### src/rtl/grant_req_pkg.sv
// Shared types and helpers for the grant requester:
// the FSM state enum, the default count width and the burst-length decode.
package grant_req_pkg;

    localparam int CNT_W_DEF = 3;

    typedef enum logic [1:0] {
        IDLE,
        REQ,
        LAST
    } state_e;

    // A raw burst length of zero stands for the full 2**cnt_w grants.
    function automatic int unsigned target_of(input int unsigned raw, input int unsigned cnt_w);
        return (raw == 0) ? (32'd1 << cnt_w) : raw;
    endfunction

endpackage

### src/rtl/grant_wdog.sv
// Counts consecutive gnt-low cycles while enabled; expire is raised
// combinationally on the TIMEOUT-th such cycle.
module grant_wdog #(
    parameter int TIMEOUT = 16
) (
    input  logic clk,
    input  logic reset,
    input  logic clear_i,
    input  logic enable_i,
    input  logic gnt_i,
    output logic expire_o
);

    localparam int W = (TIMEOUT > 2) ? $clog2(TIMEOUT) : 1;
    localparam logic [W-1:0] LIMIT = W'(TIMEOUT - 1);

    logic [W-1:0] cnt_q;
    logic [W-1:0] cnt_d;

    // Saturates at LIMIT so a long stall never wraps back to a small count.
    always_comb begin
        cnt_d = cnt_q;
        if (clear_i) begin
            cnt_d = '0;
        end else if (enable_i) begin
            if (gnt_i) begin
                cnt_d = '0;
            end else if (cnt_q != LIMIT) begin
                cnt_d = cnt_q + W'(1);
            end
        end
    end

    always_ff @(posedge clk) begin
        if (reset) begin
            cnt_q <= '0;
        end else begin
            cnt_q <= cnt_d;
        end
    end

    assign expire_o = enable_i && !gnt_i && (cnt_q == LIMIT);

endmodule

### src/rtl/grant_requester.sv
// Initiator side of the req/gnt/last protocol: holds req for a burst of
// grants, marks the final req cycle with last, then reports done.
module grant_requester
    import grant_req_pkg::*;
#(
    parameter int CNT_W   = CNT_W_DEF,
    parameter int TIMEOUT = 16
) (
    input  logic             clk,
    input  logic             reset,
    input  logic             start_i,
    input  logic [CNT_W-1:0] num_grants_i,
    input  logic             gnt_i,
    output logic             req_o,
    output logic             last_o,
    output logic             busy_o,
    output logic             done_o,
    output logic             err_timeout_o,
    output logic             spur_gnt_o,
    output logic [CNT_W-1:0] grant_count_o
);

    state_e           state_q, state_d;
    logic [CNT_W:0]   target_q, target_d;
    logic [CNT_W-1:0] count_q, count_d;
    logic             abort_q, abort_d;
    logic             req_q, req_d;
    logic             last_q, last_d;
    logic             busy_q, busy_d;
    logic             done_q, done_d;
    logic             err_q, err_d;
    logic             spur_q, spur_d;

    logic wd_clear;
    logic wd_enable;
    logic wd_expire;
    logic term_hit;

    assign wd_enable = (state_q == REQ);
    assign term_hit  = gnt_i && ({1'b0, count_q} == (target_q - (CNT_W+1)'(1)));

    grant_wdog #(
        .TIMEOUT(TIMEOUT)
    ) u_wdog (
        .clk      (clk),
        .reset    (reset),
        .clear_i  (wd_clear),
        .enable_i (wd_enable),
        .gnt_i    (gnt_i),
        .expire_o (wd_expire)
    );

    always_ff @(posedge clk) begin
        if (reset) begin
            state_q  <= IDLE;
            target_q <= '0;
            count_q  <= '0;
            abort_q  <= 1'b0;
            req_q    <= 1'b0;
            last_q   <= 1'b0;
            busy_q   <= 1'b0;
            done_q   <= 1'b0;
            err_q    <= 1'b0;
            spur_q   <= 1'b0;
        end else begin
            state_q  <= state_d;
            target_q <= target_d;
            count_q  <= count_d;
            abort_q  <= abort_d;
            req_q    <= req_d;
            last_q   <= last_d;
            busy_q   <= busy_d;
            done_q   <= done_d;
            err_q    <= err_d;
            spur_q   <= spur_d;
        end
    end

    // Completion is checked before the watchdog so a terminal grant always wins.
    always_comb begin
        state_d  = state_q;
        target_d = target_q;
        count_d  = count_q;
        abort_d  = abort_q;
        wd_clear = 1'b0;
        case (state_q)
            IDLE: begin
                if (start_i) begin
                    state_d  = REQ;
                    target_d = (CNT_W+1)'(target_of(32'(num_grants_i), CNT_W));
                    count_d  = '0;
                    abort_d  = 1'b0;
                    wd_clear = 1'b1;
                end
            end
            REQ: begin
                if (gnt_i) begin
                    count_d = count_q + CNT_W'(1);
                end
                if (term_hit) begin
                    state_d = LAST;
                end else if (wd_expire) begin
                    state_d = LAST;
                    abort_d = 1'b1;
                end
            end
            LAST: begin
                state_d = IDLE;
                abort_d = 1'b0;
            end
            default: begin
                state_d = IDLE;
            end
        endcase
    end

    always_comb begin
        req_d  = (state_d != IDLE);
        last_d = (state_d == LAST);
        busy_d = (state_d != IDLE);
        done_d = (state_q == LAST);
        err_d  = (state_q == LAST) && abort_q;
        spur_d = gnt_i && (state_q != REQ);
    end

    assign req_o         = req_q;
    assign last_o        = last_q;
    assign busy_o        = busy_q;
    assign done_o        = done_q;
    assign err_timeout_o = err_q;
    assign spur_gnt_o    = spur_q;
    assign grant_count_o = count_q;

endmodule

### config.mk
export PLATFORM = sky130hd
export DESIGN_NAME = grant_requester
export DESIGN_NICKNAME = d
export VERILOG_FILES = /design/src/rtl/grant_req_pkg.sv /design/src/rtl/grant_wdog.sv /design/src/rtl/grant_requester.sv
export SDC_FILE = /design/constraint.sdc
export NUM_CORES = 1
export LEC_CHECK = 0
export ABC_AREA = 1
export BUFFER_PORTS_ARGS = -buffer_cell sky130_fd_sc_hd__buf_2
export CAP_MARGIN = 20
export CORE_MARGIN = 2
export CORE_UTILIZATION = 52
export CTS_CLUSTER_SIZE = 14
export DETAILED_ROUTE_END_ITERATION = 8
export HOLD_SLACK_MARGIN = 0.08
export MAX_ROUTING_LAYER = met4
export PLACE_DENSITY = 0.75
export SLEW_MARGIN = 25
export SYNTH_ARGS = -nofsm -noshare
export SYNTH_HDL_FRONTEND = slang
export SYNTH_SLANG_ARGS = --single-unit
### constraint.sdc
create_clock -name clk -period 1.6 [get_ports clk]
set_input_delay 0.32 -clock clk [delete_from_list [all_inputs] [get_ports clk]]
set_output_delay 0.32 -clock clk [all_outputs]
set_load 0.01 [all_outputs]
Word level (Yosys, flattened, before mapping)
Index checks and enable logic that the tools add are counted.
{"block": "word_totals", "wordCells": 57, "input_bits": 7, "output_inout_bits": 9, "register_bits": 19}
{"block": "classes", "add_sub_neg": 3, "mux": 16, "n_reduce_logical": 17, "n_eq_ne": 11}
{"cell": "4-bit two-way mux", "count": 3}
{"cell": "2-bit inequality test (second input constant)", "count": 4}
{"cell": "2-bit two-way mux", "count": 3}
{"cell": "3-bit two-way mux", "count": 2}
{"cell": "3-bit one-hot mux with 2 select lines", "count": 1}
{"cell": "2-bit nonzero test", "count": 3}
{"cell": "1-bit logical AND", "count": 5}
{"cell": "1-bit two-way mux", "count": 5}
{"cell": "4-bit by 1-bit adder with 4-bit output (second input constant)", "count": 1}
{"cell": "2-bit == test (second input constant)", "count": 2}
{"cell": "3-bit by 4-bit == test with 1-bit output", "count": 1}
{"cell": "4-bit == test (second input constant)", "count": 1}
{"cell": "4-bit inequality test (second input constant)", "count": 1}
{"cell": "2-bit one-hot mux with 2 select lines", "count": 1}
{"cell": "2-bit AND reduction", "count": 2}
{"cell": "4-bit AND reduction", "count": 1}
{"cell": "4-bit by 1-bit subtractor with 4-bit output (second input constant)", "count": 1}
{"cell": "3-bit by 1-bit adder with 3-bit output (second input constant)", "count": 1}
{"cell": "3-bit zero test", "count": 1}
{"cell": "1-bit one-hot mux with 3 select lines", "count": 1}
{"cell": "3-bit AND reduction", "count": 1}
{"cell": "3-bit nonzero test", "count": 1}
{"cell": "2-bit by 1-bit == test with 1-bit output (second input constant)", "count": 1}
{"cell": "2-bit zero test", "count": 1}
{"cell": "other kinds (3)", "count": 3}

Depth between registers and ports, before layout
{"block": "depth", "depth_word": 7, "depth_mapped": 9, "mapped_depth_nobuf": 9}

Modules after synthesis
Synthesis repeated with hierarchy kept, for this count alone.
{"block": "hier_totals", "hier_cells": 132, "hier_area_um2": 965.9}
{"module": "grant_requester", "cells_each": 93, "area_per_inst_um2": 715.7, "seq_area_each_um2": 300.3, "instances": 1}
{"module": "grant_wdog", "cells_each": 39, "area_per_inst_um2": 250.2, "seq_area_each_um2": 80.1, "instances": 1}

Least setup slack after synthesis
No wires, ideal clock.
{"block": "synth_timing", "kind": "reg2reg", "startpoint": "register target_q[0]", "endpoint": "register state_q[0]", "setup_time_ns": 0.119, "arrival_time_ns": 1.078, "synth_period_minus_slack_ns": 1.197, "required_ns": 1.481, "path_slack_ns": 0.403, "stages_incl_launch_ff": 10, "path_buffers": 0, "cell_sequence": "dfxtp_1 > inv_1 > ha_1 > inv_1 > nand2_1 > nand2_1 > nor2_1 > nand3_1 > nand2_1 > a21oi_1"}
{"block": "synth_between", "elab_chain_cells": 5}
{"item": "from (decl)", "line": "grant_requester.sv:24", "source": "logic [CNT_W:0] target_q, target_d;"}
{"item": "from (signal assigned)", "line": "grant_requester.sv:67", "source": "target_q <= target_d;"}
{"item": "4-bit by 1-bit subtractor with 4-bit output", "line": "grant_requester.sv:40", "source": "assign term_hit = gnt_i && ({1'b0, count_q} == (target_q - (CNT_W+1)'(1)));"}
{"item": "3-bit by 4-bit == test with 1-bit output", "line": "grant_requester.sv:40"}
{"item": "1-bit logical AND", "line": "grant_requester.sv:40"}
{"item": "2-bit two-way mux", "line": "grant_requester.sv:100", "source": "if (term_hit) begin"}
{"item": "2-bit one-hot mux with 2 select lines", "line": "grant_requester.sv:86", "source": "case (state_q)"}
{"item": "to (signal assigned)", "line": "grant_requester.sv:66", "source": "state_q <= state_d;"}
{"item": "to (decl)", "line": "grant_requester.sv:23", "source": "state_e state_q, state_d;"}
No other way between the ends.
A chain may end at the register's enable or synchronous reset.

Final worst setup path
Same ends and word-level chain as after synthesis.

==> reports/metrics.yaml <==
hpwl_um: 1266
tightest_slew_ns: 0.1984
setup_violations: 0
critical_path.max_stage_delay_ns: 0.35
firstDrtPassIters: 4
critical_path.max_fanout: 5
pin_count: 16
grt-ovfl-total: 0
rsz0062_at_grt: "no"
hold_buffers: 0
grt_pass1_vias: 657
dr.first_iter.drc_count: 19
crit_type: "reg -> reg"
syn_inst: 118
powerDensity_nw_per_um2: 891.0
clk_pin_slew_ns: 0.11
post_cts_resized: 0
drc_errors: 0
crit_path_frequent_cell: "nand2_1"
dp.cells: 148
grt_busiest_layer: "met2"
h-tree-depth: 1
syn-num-nets: 128
ctsLongestPathBuffers: 2
synth-compound-area-share: 0.1259
path_cells: "inv_1 > ha_1 > inv_1 > nand2_1 > nand2_1 > nor2_1 > nand3_1 > nand2_1 > a21oi_1"
routed_wl_um: 1647
cap_violations: 0
min_period_ns: 1.322
dpl_worst_slack_ns: 0.2983
grtUsageMet2: 0.2886
instances_no_fill: 152
syn_area_per_cell_sq_um: 7.497
leakage_nw: 0.4788
vias_per_cell: 5.243
synthTopCellsByCount: "nand2_1, dfxtp_1, inv_1"
use_met3: 0.03600
antenna_found_initial: 0
cts_setup_buffers: 0
antenna_cells: 0
vias: 797
start_util: 0.5674
die_y_um: 45.25
die-area_sq_um: 2047
slew_headroom: 0.8674
critPathRequiredTime_ns: 1.80
end_kind: "flop"
muxShareOfSynthArea: 0
synth_top_area_share: 0.4300
syn_to_final_growth_pct: 13.01
async_flop_share: 0
rows: 14
synth_simple_gate_area_frac: 0.3211
synth_seq_area_share: 0.4300
drive_gt1_frac: 0.2574
synth-edff-count: 0
numPortBuffers: 15
track_usage: 0.1995
routabilityCongestion: 0.8235
hold_viol_final: 0
numCtsBuffers: 3
synth_seq_cells: 19
cts_sinks: 19
grtUsageMet1: 0.2481
synth_fa_ha_area_frac: 0.04243
synth_top_area_cell: "dfxtp_1"
tritoncts: "built"
synth_top_family_by_area: "simple AND/OR/NAND/NOR gates"
timing.final.crit_share: 0.8263
wl_per_cell_um: 10.84
hold_path_class: "in -> reg"
slowest_stage: "dfxtp_1"
finalSetupTns_ns: 0
arrival_ns: 1.52
synth_warnings: 0
fp.coreArea_sq_um: 1559
synthesis.area_sq_um: 884.6
irDropWorstVdd_mv: 0.5915
grt_pass1_wl_um: 2766
status: "completed"
die_width_um: 45.25
fin_worst_skew_ns: 0.008911
yosysMostFrequentCell: "nand2_1"
cp-start-kind: "flop"
synth_area_leaders: "dfxtp_1, nand2_1, a21oi_1, inv_1, nand3_1"
finalMaxSlewViolations: 0
nets: 147
root_buffer: "clkbuf_4"
yosys_most_used_dff: "dfxtp_1"
r2r_slack_ns: 0.28
synth_cell_type_count: 23
max_freq_mhz: 756.4
final_antenna_net_count: 0
clock_latency_ns: 0.30
setup_ws_ns: 0.2780
yosys.area_share.xor_xnor: 0
grt_max_degree: 12
## area by class of cell
type	instances	area, sq um
clock buffer	3	22.52
multi-input combinational	81	432.9
sequential	19	380.4
tap	16	20.02
fill	150	559.3
timing repair buffer	15	75.07
inverter	17	63.81
clock inverter	1	5.005
## cell usage in the layout, fill, tap and decap left out, types with 3 or more instances in the layout
cell type / n
nand2_1: 31
dfxtp_1: 19
buf_2: 15
inv_1: 11
a21oi_1: 9
nand3_1: 8
nor2_1: 7
inv_2: 6
o21ai_0: 5
nand2_2: 4
o21ai_1: 3
ha_1: 3
clkbuf_4: 3
## path summary, 6_finish.rpt
path | endpoint | from | cells past startpoint
hold reg to reg | err_timeout_o$_SDFF_PP0_ | abort_q$_SDFFE_PP0P_ | 1
setup / recovery | state_q[0]$_SDFF_PP0_ | target_q[0]$_SDFFE_PP0P_ | 9
setup reg to reg | state_q[0]$_SDFF_PP0_ | target_q[0]$_SDFFE_PP0P_ | 9
hold / removal | done_o$_SDFF_PP0_ | reset | 2
## power breakdown
group          internal, mW  switching, mW  leakage (nW)
logic                0.0504         0.0903         0.306
registers             0.491         0.0133         0.155
clock network        0.0932          0.152        0.0177
## flip-flops by register name, indices dropped and copies added (netlist names)
signal and count:
state_q 2, u_wdog.cnt_q 4, last_o 1, busy_o 1, target_q 4, grant_count_o 3
err_timeout_o 1, abort_q 1, spur_gnt_o 1, done_o 1
## cell families (layout without fill, tap and decap cells)
family / after synthesis / in the layout
DFF: 19 / 19
adders and majority gates: 3 / 3
buffers and inverters: 18 / 36
AOI/OAI and AO/OA: 20 / 20
and+or+nand+nor: 58 / 58
## metrics by stage
step | power, mW | instance area (sq um) | hold WS, ns | utilization
2_1_floorplan | 0.6156 | 884.6 | 0.3891 | -
3_3_place_gp | 0.6512 | 972.2 | 0.4645 | 0.6236
3_5_place_dp | 0.6551 | 972.2 | 0.4632 | 0.6236
4_1_cts | 0.8959 | 999.7 | 0.2646 | 0.6413
5_1_grt | 0.9345 | 999.7 | 0.2712 | 0.6413
6_report | 0.8908 | 999.7 | 0.2675 | 0.6413
## worst max-delay path: cells and delay by family, from the launching register on
family          cells  cell delay, ns
compound gates      1            0.05
fa+ha+maj           1            0.31
buf+inv             2            0.13
flops               1            0.35
simple gates        5            0.37
## metal layers
layer | vias up | share of wire
met4 | 0 | 0.029
met1 | 352 | 0.47
met5 | - | 0
met3 | 4 | 0.047
li1 | 419 | -
met2 | 22 | 0.46
(Power assumes the default switching activity.)
